<file path="src/rtl/mem_stage_pkg.sv">
// Shared encodings and helpers for the data-memory stage: memory-op codes,
// stage states, reset constants and store/alignment helper functions.
package mem_stage_pkg;

  typedef enum logic [3:0] {
    NONE  = 4'd0,
    LD_B  = 4'd1,
    LD_H  = 4'd2,
    LD_W  = 4'd3,
    LD_BU = 4'd4,
    LD_HU = 4'd5,
    ST_B  = 4'd6,
    ST_H  = 4'd7,
    ST_W  = 4'd8
  } mem_op_t;

  typedef enum logic [1:0] {
    S_IDLE = 2'd0,
    S_WAIT = 2'd1,
    S_DONE = 2'd2
  } state_t;

  localparam state_t      RST_STATE  = S_IDLE;
  localparam logic [31:0] RST_RESULT = 32'h0;

  function automatic logic is_load(mem_op_t op);
    return op inside {LD_B, LD_H, LD_W, LD_BU, LD_HU};
  endfunction

  function automatic logic is_store(mem_op_t op);
    return op inside {ST_B, ST_H, ST_W};
  endfunction

  function automatic logic is_aligned(mem_op_t op, logic [1:0] off);
    case (op)
      LD_H, LD_HU, ST_H: return ~off[0];
      LD_W, ST_W:        return off == 2'b00;
      default:           return 1'b1;
    endcase
  endfunction

  function automatic logic [3:0] store_strb(mem_op_t op, logic [1:0] off);
    case (op)
      ST_B:    return 4'b0001 << off;
      ST_H:    return 4'b0011 << off;
      ST_W:    return 4'b1111;
      default: return 4'b0000;
    endcase
  endfunction

  // Narrow stores are replicated so the strobes alone pick the lane.
  function automatic logic [31:0] store_data(mem_op_t op, logic [31:0] d);
    case (op)
      ST_B:    return {4{d[7:0]}};
      ST_H:    return {2{d[15:0]}};
      default: return d;
    endcase
  endfunction

endpackage

</file>
<file path="src/rtl/mem_stage_load_align.sv">
// Load lane select and sign/zero extension of a returned memory word.
module load_align
  import mem_stage_pkg::*;
(
  input  logic [3:0]  i_op,
  input  logic [1:0]  i_off,
  input  logic [31:0] i_rdata,
  output logic [31:0] o_data
);

  logic [7:0]  w_byte;
  logic [15:0] w_half;

  always_comb begin
    case (i_off)
      2'd0:    w_byte = i_rdata[7:0];
      2'd1:    w_byte = i_rdata[15:8];
      2'd2:    w_byte = i_rdata[23:16];
      default: w_byte = i_rdata[31:24];
    endcase
    w_half = i_off[1] ? i_rdata[31:16] : i_rdata[15:0];

    case (mem_op_t'(i_op))
      LD_B:    o_data = {{24{w_byte[7]}}, w_byte};
      LD_BU:   o_data = {24'h0, w_byte};
      LD_H:    o_data = {{16{w_half[15]}}, w_half};
      LD_HU:   o_data = {16'h0, w_half};
      default: o_data = i_rdata;
    endcase
  end

endmodule

</file>
<file path="src/rtl/mem_stage.sv">
// Data-memory pipeline stage: issues one bus request per load/store, stalls
// upstream until the ack, and hands the aligned load result to MEM/WB.
module mem_stage
  import mem_stage_pkg::*;
#(
  parameter int ADDR_W = 32,
  parameter int DATA_W = 32
) (
  input  logic              clk,
  input  logic              rst,
  input  logic [ADDR_W-1:0] ex_pc,
  input  logic [31:0]       ex_inst,
  input  logic [DATA_W-1:0] ex_alu_res,
  input  logic [DATA_W-1:0] ex_st_data,
  input  logic [3:0]        ex_mem_op,
  input  logic [4:0]        ex_rw_addr,
  input  logic              ex_rw_en,
  output logic              dmem_req,
  output logic              dmem_we,
  output logic [ADDR_W-1:0] dmem_addr,
  output logic [3:0]        dmem_wstrb,
  output logic [DATA_W-1:0] dmem_wdata,
  input  logic              dmem_ack,
  input  logic [DATA_W-1:0] dmem_rdata,
  output logic [ADDR_W-1:0] mem_pc,
  output logic [31:0]       mem_inst,
  output logic [DATA_W-1:0] mem_rw_data,
  output logic [4:0]        mem_rw_addr,
  output logic              mem_rw_en,
  output logic              mem_ale,
  output logic              mem_stall
);

  state_t            r_state, w_next;
  mem_op_t           w_op, r_req_op, w_la_op;
  logic [1:0]        w_off, r_req_off, w_la_off;
  logic [ADDR_W-1:0] w_word_addr, r_req_addr;
  logic              r_we;
  logic [3:0]        r_wstrb;
  logic [DATA_W-1:0] r_wdata, r_result, w_load_val;
  logic              w_is_mem, w_aligned, w_accept, w_capture;

  assign w_op        = mem_op_t'(ex_mem_op);
  assign w_off       = ex_alu_res[1:0];
  assign w_word_addr = {ex_alu_res[ADDR_W-1:2], 2'b00};
  assign w_is_mem    = is_load(w_op) || is_store(w_op);
  assign w_aligned   = is_aligned(w_op, w_off);
  assign w_accept    = rst && (r_state == S_IDLE) && w_is_mem && w_aligned;

  // While waiting, the captured request decides how the returning word is aligned.
  assign w_la_op   = (r_state == S_WAIT) ? r_req_op  : w_op;
  assign w_la_off  = (r_state == S_WAIT) ? r_req_off : w_off;
  assign w_capture = dmem_ack && (w_accept || (r_state == S_WAIT)) && is_load(w_la_op);

  load_align u_load_align (
    .i_op    (w_la_op),
    .i_off   (w_la_off),
    .i_rdata (dmem_rdata),
    .o_data  (w_load_val)
  );

  always_ff @(posedge clk or negedge rst) begin
    if (!rst) begin
      r_state    <= RST_STATE;
      r_req_op   <= NONE;
      r_req_off  <= 2'b00;
      r_req_addr <= '0;
      r_we       <= 1'b0;
      r_wstrb    <= 4'b0000;
      r_wdata    <= '0;
      r_result   <= RST_RESULT;
    end else begin
      r_state <= w_next;
      if (w_accept) begin
        r_req_op   <= w_op;
        r_req_off  <= w_off;
        r_req_addr <= w_word_addr;
        r_we       <= is_store(w_op);
        r_wstrb    <= store_strb(w_op, w_off);
        r_wdata    <= store_data(w_op, ex_st_data);
      end
      if (w_capture) r_result <= w_load_val;
    end
  end

  assign mem_pc      = ex_pc;
  assign mem_inst    = ex_inst;
  assign mem_rw_addr = ex_rw_addr;

  always_comb begin
    w_next      = r_state;
    dmem_req    = 1'b0;
    dmem_we     = 1'b0;
    dmem_addr   = w_word_addr;
    dmem_wstrb  = 4'b0000;
    dmem_wdata  = store_data(w_op, ex_st_data);
    mem_rw_data = ex_alu_res;
    mem_rw_en   = ex_rw_en;
    mem_ale     = 1'b0;
    mem_stall   = 1'b0;
    if (!rst) begin
      w_next    = S_IDLE;
      mem_rw_en = 1'b0;
    end else begin
      case (r_state)
        S_IDLE: begin
          if (w_is_mem && w_aligned) begin
            dmem_req   = 1'b1;
            dmem_we    = is_store(w_op);
            dmem_wstrb = store_strb(w_op, w_off);
            mem_stall  = 1'b1;
            mem_rw_en  = 1'b0;
            w_next     = dmem_ack ? S_DONE : S_WAIT;
          end else if (w_is_mem) begin
            mem_ale   = 1'b1;
            mem_rw_en = 1'b0;
          end
        end
        S_WAIT: begin
          dmem_req   = 1'b1;
          dmem_we    = r_we;
          dmem_addr  = r_req_addr;
          dmem_wstrb = r_wstrb;
          dmem_wdata = r_wdata;
          mem_stall  = 1'b1;
          mem_rw_en  = 1'b0;
          w_next     = dmem_ack ? S_DONE : S_WAIT;
        end
        S_DONE: begin
          if (is_load(r_req_op)) mem_rw_data = r_result;
          else                   mem_rw_en   = 1'b0;
          w_next = S_IDLE;
        end
        default: w_next = S_IDLE;
      endcase
    end
  end

endmodule

</file>
<file path="config.mk">
export PLATFORM = sky130hd
export DESIGN_NAME = mem_stage
export DESIGN_NICKNAME = d
export VERILOG_FILES = /design/src/rtl/mem_stage_pkg.sv /design/src/rtl/mem_stage_load_align.sv /design/src/rtl/mem_stage.sv
export SDC_FILE = /design/constraint.sdc
export NUM_CORES = 1
export LEC_CHECK = 0
export CELL_PAD_IN_SITES_DETAIL_PLACEMENT = 0
export CELL_PAD_IN_SITES_GLOBAL_PLACEMENT = 1
export CORE_MARGIN = 2
export CORE_UTILIZATION = 27
export DETAILED_ROUTE_END_ITERATION = 8
export GPL_TIMING_DRIVEN = 0
export PLACE_DENSITY_LB_ADDON = 0.12
export SLEW_MARGIN = 10
export SYNTH_ARGS = -nofsm -noshare
export SYNTH_HDL_FRONTEND = slang
export SYNTH_SLANG_ARGS = --single-unit
</file>
<file path="constraint.sdc">
create_clock -name clk -period 2.4 [get_ports clk]
set_clock_uncertainty 0.1 [all_clocks]
set_input_delay 0.24 -clock clk [delete_from_list [all_inputs] [get_ports clk]]
set_output_delay 0.24 -clock clk [all_outputs]
set_load 0.01 [all_outputs]
</file>
==> summary by stage, run 1 <==
Detailed routing
The number of DRC markers after the initial detailed-route iteration is 361. The first-pass iteration count of the detailed router is 6. The routed layout has 6,990 vias. After detailed routing, the number of vias per cell comes to 4.66. The number of nets still failing antenna checks after routing is 0.

The final routed wirelength across all metal layers is 27,500 um. For this run, design rule violations remaining after detail routing come to 0. Dividing the detail-routed wire length by the instance count gives 18.3 um.

Logic synthesis
The share of synthesized area in the top cell type comes to 0.376. Yosys attributes the largest share of cell area to sky130_fd_sc_hd__dfrtp_1, sky130_fd_sc_hd__mux2_2, sky130_fd_sc_hd__nand2_1. The sequential area share after synthesis is 0.376. The library cell occupying the most area in the post-synthesis netlist is sky130_fd_sc_hd__dfrtp_1. Synthesis produced a netlist whose cell count is 806. Each instance of the synthesized netlist takes up on average 8.84 sq um. The count of yosys warnings during synthesis is 0.

The mapped netlist covers 7130 sq um. After synthesis, the share of flip-flops with an asynchronous set or reset is 1.00. The prevailing post-synth register cell is sky130_fd_sc_hd__dfrtp_1. The synthesized design contains 107 register bits. The count of flip-flops with a built-in enable after synthesis is 0. The count of distinct cell types in the synthesized netlist is 56.

Final layout
From synthesis to final layout, the design area changed by 65.9%. Once layout is complete, the cells apart from fillers number 1,501. In the final layout, the share of cells above drive strength 1 is 0.364.

The final core area utilization is 0.455. The repair_antennas step left the layout with diodes totalling 0. The number of fillers in the final layout is 2,574. In the final design database the tool counted 1,334 nets.

The library cell used most frequently in the layout, excluding fill and tap cells, is sky130_fd_sc_hd__clkdlybuf4s50_1. In the layout the commonest cells are sky130_fd_sc_hd__clkdlybuf4s50_1, sky130_fd_sc_hd__nand2_1, sky130_fd_sc_hd__buf_4.

Critical path
The launching instance or port of the critical path is r_req_op[0]. Data on the critical path arrives at its endpoint at 2340 ps. The startpoint identified for the worst register-to-register timing path is r_state[1]. The data required time of the worst path is 2060 ps.

The peak per-stage delay on the critical path is 450 ps. The number of buffer and inverter instances along the worst setup path is 4. The type of element launching the critical path is a flop. The critical-path maximum fanout is 7. The type of destination of the critical path is a primary output. The library cell contributing the largest single delay on the critical path is sky130_fd_sc_hd__dfrtp_2. The critical path is of the flop to primary output type. Traced cell by cell, the critical path runs through nor3_2 > a2111o_1 > nor3b_4 > buf_6 > buf_12 > buf_8 > mux2_4 > buf_6.

The cell family contributing the most delay on the critical path is buffers and inverters. The cell with the most instances on the worst path is sky130_fd_sc_hd__buf_6. For flop-to-flop paths, the worst setup slack is -70 ps.

Die
The starting utilization of the core area is 0.274. The die is 166 um tall. The die covers 27,700 sq um. Measured along the x axis, the die boundary spans 166 um. The cell row count is 59. The floorplan core area is 26,000 sq um. 347 I/O pins were placed.

CTS
TritonCTS built the clock tree. The total of hold buffers inserted after clock tree synthesis is 3. The tree built by TritonCTS fans out to 107 sinks. After clock tree synthesis, the clock-pin slew on the worst setup and hold paths is 80 ps. Counting along the longest clock path gives a buffer depth of 2.

At the later pin of the worst-skew pair, clock insertion delay measures 360 ps. The number of buffers added by the clock tree synthesis step is 9. The H-tree was split into 3 levels. The root buffer cell is sky130_fd_sc_hd__clkbuf_16.

STA
Measured against its own limit, the worst slew margin works out to 0.542. Setup repair after global routing could not meet its margin everywhere. The total count of hold-check failures in the final report is 67. The number of pins with negative max-slew slack in the final report is 0. Setup slack on the critical path of the routed design comes to -280 ps. The fmax is 373 MHz. The pin slew with the least headroom to its limit is 679 ps.

For the finished layout, the period the worst path requires is 2680 ps. On the final layout, the worst hold slack is -185 ps. Of the available clock period, the critical path in the final layout requires 1.12. The final count of negative-setup-slack endpoints is 48. In the final timing run, aggregate negative setup slack is -8950 ps.

Power and ir drop
The leakage power of the design is 5.38 nW. The maximum vdd drop is 264 uV. The power density relative to cell area is 561 nW/um^2.

Placed design
Routability-driven placement finished with a final weighted congestion of 0.797. The total of buffers placed on input and output ports is 273. The half-perimeter wire length of the detailed placement result is 19,800 um. The post-place setup slack is -1180 ps.

The number of cells after detailed placement is 1,416.

Global route
The remaining global-route overflow is 0. The initial antenna violation count is 0. The number of global-route vias before repair was 7,007. Entering global routing, the biggest net connects 70 pins. The wire length of the first global-routing pass is 41,400 um. For this run, the total global-route usage over all layers was measured as 0.190.

Outcome
The flow ran to the end, but the final reports show violations. The final reports fail on hold timing, setup timing.

Min path
The tightest min-delay check is of the input port to asynchronous set/reset pin type.

Run
The count of max-cap constraint violations is 0.
-- sequential cells by signal (all words and copies together), names as in the netlist --
register,flops
r_req_op,4
r_req_off,2
r_we,1
r_result,32
r_wdata,32
r_req_addr,30
r_wstrb,4
r_state,2
-- routing by layer --
metal	global-route usage	share of wire
met4	0.0352	0.0082
met3	0.0366	0.056
met1	0.260	0.45
met5	0	0
met2	0.315	0.48
-- metrics by stage --
stage                     area [sq um]  power (mW)  hold WS, ps
after floorplan                   7130        3.87         -156
after global placement           10300        4.83          389
after detailed placement         10300        4.86          113
after CTS                        11600        6.62         -161
after global routing             11800        7.05         -147
final                            11800        6.64         -185
-- power by group --
| group | internal, mW | switching, mW | total [mW] | leakage, nW |
|---|---|---|---|---|
| Sequential | 2.39 | 0.379 | 2.77 | 1.24 |
| Clock | 0.766 | 0.811 | 1.58 | 0.146 |
| Combinational | 1.28 | 1.01 | 2.29 | 3.99 |
| Total | 4.43 | 2.20 | 6.64 | 5.38 |
-- final timing paths --
path,to,depth (start not counted)
max,mem_rw_data[12],8
min,r_we,2
max reg2reg,r_result[28],9
min reg2reg,r_wdata[2],1
max in group asynchronous,r_req_op[2],4
min in group clk,r_req_off[1],2
-- worst reg2reg max path: stages, from the launching register on --
cell and delay, ps:
sky130_fd_sc_hd__dfrtp_2 430, sky130_fd_sc_hd__buf_6 140, sky130_fd_sc_hd__nor4b_2 310, sky130_fd_sc_hd__a21o_1 140, sky130_fd_sc_hd__o311ai_0 230, sky130_fd_sc_hd__a221oi_4 430, sky130_fd_sc_hd__nor3b_4 250, sky130_fd_sc_hd__buf_6 160
sky130_fd_sc_hd__buf_6 120, sky130_fd_sc_hd__a21oi_1 60
-- logic make-up (layout without fill, tap and decap cells) --
group                     count (synthesis)  in the layout  synth area share
AOI/OAI and AO/OA                       143            143             0.123
xor gates and xnor gates                  3              3           0.00369
buffers and inverters                   137            496             0.120
DFF                                     107            107             0.376
muxes                                   124            124             0.204
other                                     1              2          0.000526
and+or+nand+nor                         291            291             0.174
-- final cells by class --
type,count,area (sq um),area share
multi-input cells,563,3970,0.336
repair buffers,346,3350,0.283
flip-flops and latches,107,2680,0.227
plain buffers,117,1040,0.0878
well taps,335,419,0.0354
clock buffers,10,239,0.0202
inverters,17,67.6,0.00571
clock inverters,6,63.8,0.00540
-- cell usage after synthesis (3+ instances only) --
cell type                  count
sky130_fd_sc_hd__buf_4        80
sky130_fd_sc_hd__nor2_1       82
sky130_fd_sc_hd__nor2b_1       5
sky130_fd_sc_hd__mux2_4        3
sky130_fd_sc_hd__o21ai_0      18
sky130_fd_sc_hd__mux2_2       77
sky130_fd_sc_hd__a22oi_1       8
sky130_fd_sc_hd__dfrtp_1     107
sky130_fd_sc_hd__nand2b_1      4
sky130_fd_sc_hd__nand2_1     172
sky130_fd_sc_hd__mux4_2        7
sky130_fd_sc_hd__mux2i_1      36
sky130_fd_sc_hd__buf_2        12
sky130_fd_sc_hd__a31oi_1       8
sky130_fd_sc_hd__o22ai_1       7
sky130_fd_sc_hd__clkbuf_1     24
sky130_fd_sc_hd__buf_6         3
sky130_fd_sc_hd__nor3_1       11
sky130_fd_sc_hd__a21oi_1      81
sky130_fd_sc_hd__inv_1        17
sky130_fd_sc_hd__and2_1        3
sky130_fd_sc_hd__a21o_1        3
-- repair_timing --
action	CTS	global route
gates cloned	5	0
resized for setup	418	167
hold endpoints to repair	40	67
endpoints found under the setup margin	203	142
setup buffers	45	22
pin swaps	9	10
Note: power is estimated with default switching activity, not from simulation.
==> run 2, diff against run 1 <==
- CORE_ASPECT_RATIO: not set -> 0.75
- GPL_TIMING_DRIVEN: 0 -> not set
- HOLD_SLACK_MARGIN: not set -> 0.03
==> run 2 against run 1 <==
  * The run ends with setup timing left
  * Clock power up 4%
  * Final area shrank 6.0%
  * Die area is essentially flat
  * Global-route usage up 0.78 points
  * Routed wire length up 2.8%
  * Combinational power decreased by 2%
  * Worst hold slack improved by 320 ps
  * Maximum frequency decreased by 1.0%
==> summary by stage, run 2 (synthesis results as in run 1) <==
Outcome
The run finished, with violations left. The final reports fail on setup timing.

STA
Setup repair after global routing could not meet its margin everywhere. The total count of hold-check failures in the final report is 0. The number of pins with negative max-slew slack in the final report is 0. The shortest period the worst path allows is 2710 ps. Across all hold checks on the routed design, the worst slack comes to 136 ps. The share of the clock period used by the worst path is 1.13.

The final count of negative-setup-slack endpoints is 51. Across all setup checks in the final design, the least slack found is -308 ps. Derived from the worst setup path, the maximum achievable clock frequency is 369 MHz.

The worst relative slew slack is 0.579. The final sum of negative setup slack is -10,010 ps. At the pin with the least slew margin, the transition time is 632 ps.

Power and ir drop
The worst-case IR drop observed on VDD is 344 uV. The leakage power of the design is 4.97 nW. Total power for the finished layout comes to 6.65 mW.

For this design the ratio of total power to cell area is 598 nW/um^2.

Final layout
Relative to the synthesized area, the layout overhead comes to 55.9%. The net count of the finished layout is 1,230. In the final layout, the registers with the most flip-flops are r_result x32, r_wdata x32, r_req_addr x30. Once layout is complete, the utilization of the core stands at 0.428. The library cell used most frequently in the layout, excluding fill and tap cells, is sky130_fd_sc_hd__nand2_1.

Summing all flip-flop and latch instances after layout gives 2680 sq um. After filler insertion, the fill cell instance count of the layout stands at 2,610. In the layout the commonest cells are sky130_fd_sc_hd__nand2_1, sky130_fd_sc_hd__dfrtp_1, sky130_fd_sc_hd__buf_4. The number of antenna diodes in the final layout is 0. In the final layout, the share of cells above drive strength 1 is 0.408. The total area of multi-input combinational cells is 4120 sq um. The filler-free cell count of the finished design is 1,406.

Die
The cell row count is 51. The initial utilization of the core area, before any placement, comes to 0.274. The floorplan step set the die width to 192 um. The count of pins on the block boundary is 347. The die covers 27,700 sq um. The floorplan core area is 26,000 sq um. Measured along the y axis, the die boundary spans 145 um.

Detailed routing
In the final routed layout, each cell accounts on average for 20.1 um. Detailed routing inserted a total of 6,704 vias. The via-per-instance ratio is 4.77. The number of nets still failing antenna checks after routing is 0. In this run, the number of DRC markers left after iteration 0 of detailed routing was 314. The post-detailed-route DRC marker count is 0. The final routed wirelength across all metal layers is 28,300 um.

The first-pass iteration count of the detailed router is 4.

Global route
For this run, the total global-route usage over all layers was measured as 0.198. The first global-routing pass estimated 40,900 um of wire. The number of global-route vias before repair came to 6,795.

The remaining global-route overflow is 0. Entering global routing, the biggest net connects 46 pins. The initial antenna violation count came to 0.

Critical path
The path length in cells of the critical path is 7. The data arrival time of the critical path is 2370 ps. Measured in cells, the most critical reg-to-reg path has a length of 11. The number of buffer and inverter instances along the worst setup path is 4. On the critical path the largest part of the delay comes from buffers and inverters. The critical path goes through a2111o_1 > nor3b_4 > buf_12 > buf_8 > clkbuf_16 > mux2_4 > buf_6.

The type of destination of the critical path is a primary output. The type of element launching the critical path is a flop. Among all stages on the critical path, the largest delay is contributed by sky130_fd_sc_hd__a2111o_1. The critical-path maximum fanout is 7.

For the worst setup path, the data required time is 2060 ps. For flop-to-flop paths, the worst setup slack is -110 ps. The peak per-stage delay on the critical path is 470 ps. By startpoint and endpoint, the worst setup path is classified as flop to primary output.

CTS
The number of buffers added by the clock tree synthesis step is 9. The H-tree was split into 3 levels. Clock-pin slew was measured on the worst setup and hold paths at 70 ps. The root buffer cell is sky130_fd_sc_hd__clkbuf_16. The number of buffers on the longest clock path is 2.

The insertion delay of the later-clocked pin in the worst-skew pair is 370 ps. The tree built by TritonCTS fans out to 107 sinks. The CTS tree is built.

Run
Across the run, the number of max-cap violations was 0.

Placed design
At the end of routability-driven placement, the weighted congestion stood at 0.849. After detailed placement, the design holds a cell count of 1,342. The wire-length estimate of the detail-placed layout is 19,000 um. Port buffering added 206 buffers.

Min path
The worst hold path was traced through 2 stages. The type of the tightest min-delay check is input port to flop.
## run 2: changes by cell type in the layout (fill, tap and decap cells not counted), moves of 7 or more
cell / previous run / this run
sky130_fd_sc_hd__a21oi_1: 74 / 52
sky130_fd_sc_hd__a22oi_1: 7 / 0
sky130_fd_sc_hd__buf_6: 64 / 39
sky130_fd_sc_hd__o21ai_1: 2 / 9
sky130_fd_sc_hd__buf_12: 6 / 20
sky130_fd_sc_hd__buf_4: 130 / 100
sky130_fd_sc_hd__o21ai_0: 14 / 7
sky130_fd_sc_hd__a21oi_2: 3 / 25
sky130_fd_sc_hd__clkdlybuf4s15_1: 12 / 3
sky130_fd_sc_hd__clkdlybuf4s50_1: 166 / 96
sky130_fd_sc_hd__buf_2: 16 / 37
sky130_fd_sc_hd__a22oi_2: 1 / 8
## run 2: worst paths after layout
path / to / from
worst min register to register: r_req_addr[6] / r_req_addr[6]
min in group asynchronous: r_result[19] / rst
worst max-delay path: mem_rw_data[18] / r_req_op[2]
worst max register to register: r_result[20] / r_state[1]
worst min-delay path: r_req_op[3] / ex_mem_op[3]
max in group asynchronous: r_wstrb[1] / rst
## run 2: final cells by class
type | instances | share of cell area
Tap cell | 344 | 0.0387
Clock buffer | 12 | 0.0231
Clock inverter | 4 | 0.00507
Multi-Input combinational cell | 563 | 0.371
Sequential cell | 107 | 0.241
Inverter | 17 | 0.00574
Timing Repair Buffer | 359 | 0.316
## run 2: per-stage QoR
| stage | instance area, sq um | worst slack [ps] |
|---|---|---|
| after floorplan | 7130 | 107 |
| after global placement | 9790 | -604 |
| after detailed placement | 9790 | -565 |
| after CTS | 10700 | -423 |
| after global routing | 11100 | -378 |
| final | 11100 | -308 |
## run 2: layer usage
layer	GRT usage	vias to the layer above	part of all wire
met5	0	-	0
met4	0.0648	0	0.022
met3	0.0427	67	0.054
met2	0.292	167	0.44
met1	0.285	3277	0.49
li1	-	3193	-
## run 2: where the power goes
part	total, mW	internal, mW	switching [mW]
Clock	1.64	0.880	0.765
Sequential	2.75	2.39	0.364
Combinational	2.25	1.20	1.05
## run 2: what timing repair did
| item | CTS | global route |
|---|---|---|
| endpoints found under the setup margin | 189 | 178 |
| hold buffers | 2 | 1 |
| cloned | 8 | 7 |
| hold endpoints to repair | 21 | 1 |
| setup buffers | 24 | 9 |
| resized for setup | 371 | 190 |
| pin swaps | 10 | 33 |
==> run 3, diff against run 2 <==
--- a/config.mk
+++ b/config.mk
@@ -7,2 +7,3 @@
 export LEC_CHECK = 0
+export ABC_AREA = 1
 export CELL_PAD_IN_SITES_DETAIL_PLACEMENT = 0
@@ -11,3 +12,3 @@
 export CORE_MARGIN = 2
-export CORE_UTILIZATION = 27
+export CORE_UTILIZATION = 26
 export DETAILED_ROUTE_END_ITERATION = 8
==> constraint.sdc (replaced) <==
create_clock -name clk -period 2.4 [get_ports clk]
set_clock_uncertainty 0.1 [all_clocks]
set_input_delay 0.48 -clock clk [delete_from_list [all_inputs] [get_ports clk]]
set_output_delay 0.48 -clock clk [all_outputs]
set_load 0.01 [all_outputs]
==> run 3 against run 2 <==
  * Die area rose by 8.8%
  * Final area rose by 6.9%
  * Largest cell class unchanged
  * Worst hold slack got worse by 53 ps
  * Highest routed layer is now met5
  * Sequential share of layout area fell by 1.5 points
  * Clock power barely moved
  * Count of clock-buffer cells in the layout fell by 3
  * Worst setup slack improved by 200 ps
  * Non-clock buffer count rose by 18
  * The flow still finishes with violations (setup timing)
  * Power fell by 0.14%
==> summary by stage, run 3 <==
Die
For this configuration, the core starts out at a cell density of 0.266. The area enclosed by the die boundary is 30,200 sq um. 347 I/O pins were placed. The total area inside the core boundary comes to 28,200 sq um. The die is 151 um tall. The cell row count is 53. The die is 200 um wide.

Critical path
The critical-path maximum fanout is 9. The data arrival time of the critical path is 1920 ps. STA classifies the critical path startpoint as a flop.

For the worst setup path, the data required time is 1820 ps. STA classifies the critical path endpoint as a primary output. The library cell contributing the largest single delay on the critical path is sky130_fd_sc_hd__dfrtp_1. For this run, the slowest stage of the critical path takes 420 ps. The signal on the critical path passes through inv_4 > a211oi_4 > nand3_4 > buf_12 > buf_16 > a21oi_2 > buf_2.

The setup path with the least slack is of type flop to primary output.

Logic synthesis
The multiplexer area fraction after synthesis is 0. For this run, the leading register cell type out of synthesis is sky130_fd_sc_hd__dfrtp_1. Counting flops with a built-in enable in the synthesized netlist gives 0. The synthesized design contains 107 register bits. Of the synthesized area, sequential elements account for 0.358. Of the total synthesized cell area, the portion taken by AND, OR, NAND and NOR gates is 0.320. By instance count, the leading cell after synthesis is sky130_fd_sc_hd__nand2_1. The arithmetic-cell share of the synthesized area counting full adders, half adders and majority gates is 0. The largest family of logic cells by synthesized area is simple AND/OR/NAND/NOR gates. The count of distinct cell types in the synthesized netlist is 31. The cell count after synthesis came out at 1,119. In this run the mean area of a mapped cell was 6.69 sq um.

The xor and xnor fraction of the mapped netlist area is 0. The post-synthesis async set-or-reset flop share is 1.00. The Yosys step of the flow raised 0 warnings.

The mapped netlist covers 7480 sq um. After synthesis, the cell types taking the most area are sky130_fd_sc_hd__dfrtp_1, sky130_fd_sc_hd__nand2_1, sky130_fd_sc_hd__buf_4. The library cell occupying the most area in the post-synthesis netlist is sky130_fd_sc_hd__dfrtp_1. The complex-gate fraction of the synthesized area is 0.143. After synthesis, the most frequently instantiated cells are sky130_fd_sc_hd__nand2_1, sky130_fd_sc_hd__nand3_1, sky130_fd_sc_hd__dfrtp_1, sky130_fd_sc_hd__inv_1, sky130_fd_sc_hd__nor2_1.

Of the post-synthesis cell area, the dominant cell type holds 0.358.

Final layout
At the end of the flow, the number of nets in the layout was 1,550. For this run, the share of the core covered by cells in the final layout is 0.421. In the final layout, the share of cells above drive strength 1 is 0.367.

Leaving out fill and tap cells, the most frequent cell in the layout is sky130_fd_sc_hd__nand2_1. The number of diodes is 0. The filler-free cell count of the finished design is 1,767. From synthesis to final layout, the design area changed by 58.7%.

The largest registers in the layout are r_result x32, r_wdata x32, r_req_addr x30. In the layout the commonest cells are sky130_fd_sc_hd__nand2_1, sky130_fd_sc_hd__buf_4, sky130_fd_sc_hd__dfrtp_1. After routing the design area is 11,900 sq um.

Global route
The remaining global-route overflow is 0. The number of global-route vias before repair is 7,649. The initial antenna violation count was 1. met1 is the most crowded layer.

The routing usage on met2 is 0.297. The wire length of the first global-routing pass is 45,600 um. For this run, global-route usage on met3 was measured as 0.0383.

The pin count of the biggest net entering global routing is 55. The met1 routing resource usage after global routing is 0.300. The global routing usage summed across all routing layers is 0.199.

STA
Measured against its own limit, the worst slew margin works out to 0.503. Setup repair after global routing could not meet its margin everywhere. The fmax is 399 MHz. Summed over all failing endpoints, the final setup total negative slack is -1630 ps. The pin slew with the least headroom to its limit is 746 ps.

Setup violations remaining at the end of the flow were counted as 36. The share of the clock period used by the worst path is 1.04. In the post-route analysis, the smallest setup slack over all paths is -104 ps. The number of pins with negative max-slew slack in the final report is 0. The shortest period the worst path allows is 2500 ps. The total count of hold-check failures in the final report is 0.

Placed design
The post-place instance area is 10,200 sq um. The total of buffers placed on input and output ports is 206. Routability-driven placement finished with a final weighted congestion of 0.843. The half-perimeter wire length of the detailed placement result is 21,700 um.

The number of cells after detailed placement is 1,695.

CTS
The post-CTS clock slew at the launch and capture registers of the worst setup and hold paths is 80 ps. The TritonCTS sink count is 107. The root buffer cell is sky130_fd_sc_hd__clkbuf_16. The deepest level of the CTS H-tree is 3. TritonCTS built the clock tree. The number of buffers on the longest clock path is 2. The insertion delay of the later-clocked pin in the worst-skew pair is 360 ps. Buffers inserted during clock tree synthesis total 9.

Power and ir drop
For this design the ratio of total power to cell area is 559 nW/um^2. The worst-case IR drop observed on VDD is 358 uV. Summed over all cells, the static leakage comes to 5.92 nW.

Detailed routing
In the final routed layout, each cell accounts on average for 17.3 um. The total via count after detailed routing is 8,006. For this run, design rule violations remaining after detail routing come to 0. Using the TritonRoute via totals, the vias-per-cell ratio works out to 4.53.

Before antenna repair, the detailed router went through 5 iterations. The number of nets still failing antenna checks after routing is 0. The routed design has 30,600 um of wire. The number of DRC markers after the initial detailed-route iteration is 342.

Outcome
The flow ran to the end, but the final reports show violations. The final reports fail on setup timing.

Run
The count of max-cap constraint violations is 0.

Min path
The type of the tightest min-delay check is input port to asynchronous set/reset pin.
run 3: cell types whose count changed after synthesis, moves of 10 or more:
cell,previous run,this run
sky130_fd_sc_hd__inv_1,17,100
sky130_fd_sc_hd__mux2i_1,36,0
sky130_fd_sc_hd__nand2_1,172,327
sky130_fd_sc_hd__nor3_1,11,1
sky130_fd_sc_hd__nand3_1,0,111
sky130_fd_sc_hd__nor2_1,82,98
sky130_fd_sc_hd__o21ai_0,18,96
sky130_fd_sc_hd__nand2_2,0,11
sky130_fd_sc_hd__buf_6,3,13
sky130_fd_sc_hd__mux2_2,77,0
run 3: repair_timing:
action / CTS / global route
pin swaps: 45 / 41
hold buffers: 1 / 0
endpoints found under the setup margin: 133 / 118
endpoints found under the hold margin: 3 / 0
buffers inserted: 22 / 17
resized for setup: 627 / 118
cloned: 16 / 7
run 3: where the power goes:
part	switching [mW]	internal [mW]
Combinational	1.18	1.05
Sequential	0.458	2.34
Clock	0.841	0.766
run 3: routing by layer:
metal	vias to the layer above	part of all wire
met5	-	0.00046
met4	2	0.0087
met3	17	0.052
met2	203	0.44
met1	3774	0.50
li1	4010	-
run 3: logic make-up (layout without fill, tap and decap cells):
logic type / count (synthesis) / count (layout)
AOI/OAI and AO/OA: 204 / 204
other: 1 / 2
and+or+nand+nor: 565 / 569
buffers and inverters: 242 / 500
DFF: 107 / 107
run 3: per-stage QoR:
stage	power, mW	hold slack [ps]	setup WS (ps)
2_1_floorplan	3.79	84.4	150
3_3_place_gp	4.69	353	-877
3_5_place_dp	4.70	359	-899
4_1_cts	6.56	77.5	-145
5_1_grt	7.10	88.5	-153
6_report	6.64	82.2	-104
run 3: worst paths after layout:
check | from | endpoint | slack, ps | cells past startpoint
max in group asynchronous | rst | r_result[27] | 660 | 4
worst min-delay path | rst | r_req_op[2] | 80 | 2
worst max register to register | r_state[1] | r_result[20] | 90 | 15
worst min register to register | r_result[1] | r_result[1] | 380 | 2
worst max-delay path | r_state[1] | mem_rw_data[29] | -100 | 7
min in group clk | r_result[1] | r_result[1] | 380 | 2
run 3: worst max-delay path: cells and delay by family (launching register included):
kind	cells	cell delay, ps
AND/OR/NAND/NOR	1	170
buffers and inverters	4	600
AO/OA/AOI/OAI	2	360
flip-flops	1	420
run 3: final cells by class:
cell class | instances | area, sq um
sequential | 107 | 2680
inverter | 107 | 410
clock buffer | 9 | 225
timing repair buffer | 377 | 3580
tap | 385 | 482
fill | 3004 | 16300
multi-input combinational | 775 | 4410
clock inverter | 7 | 96.3
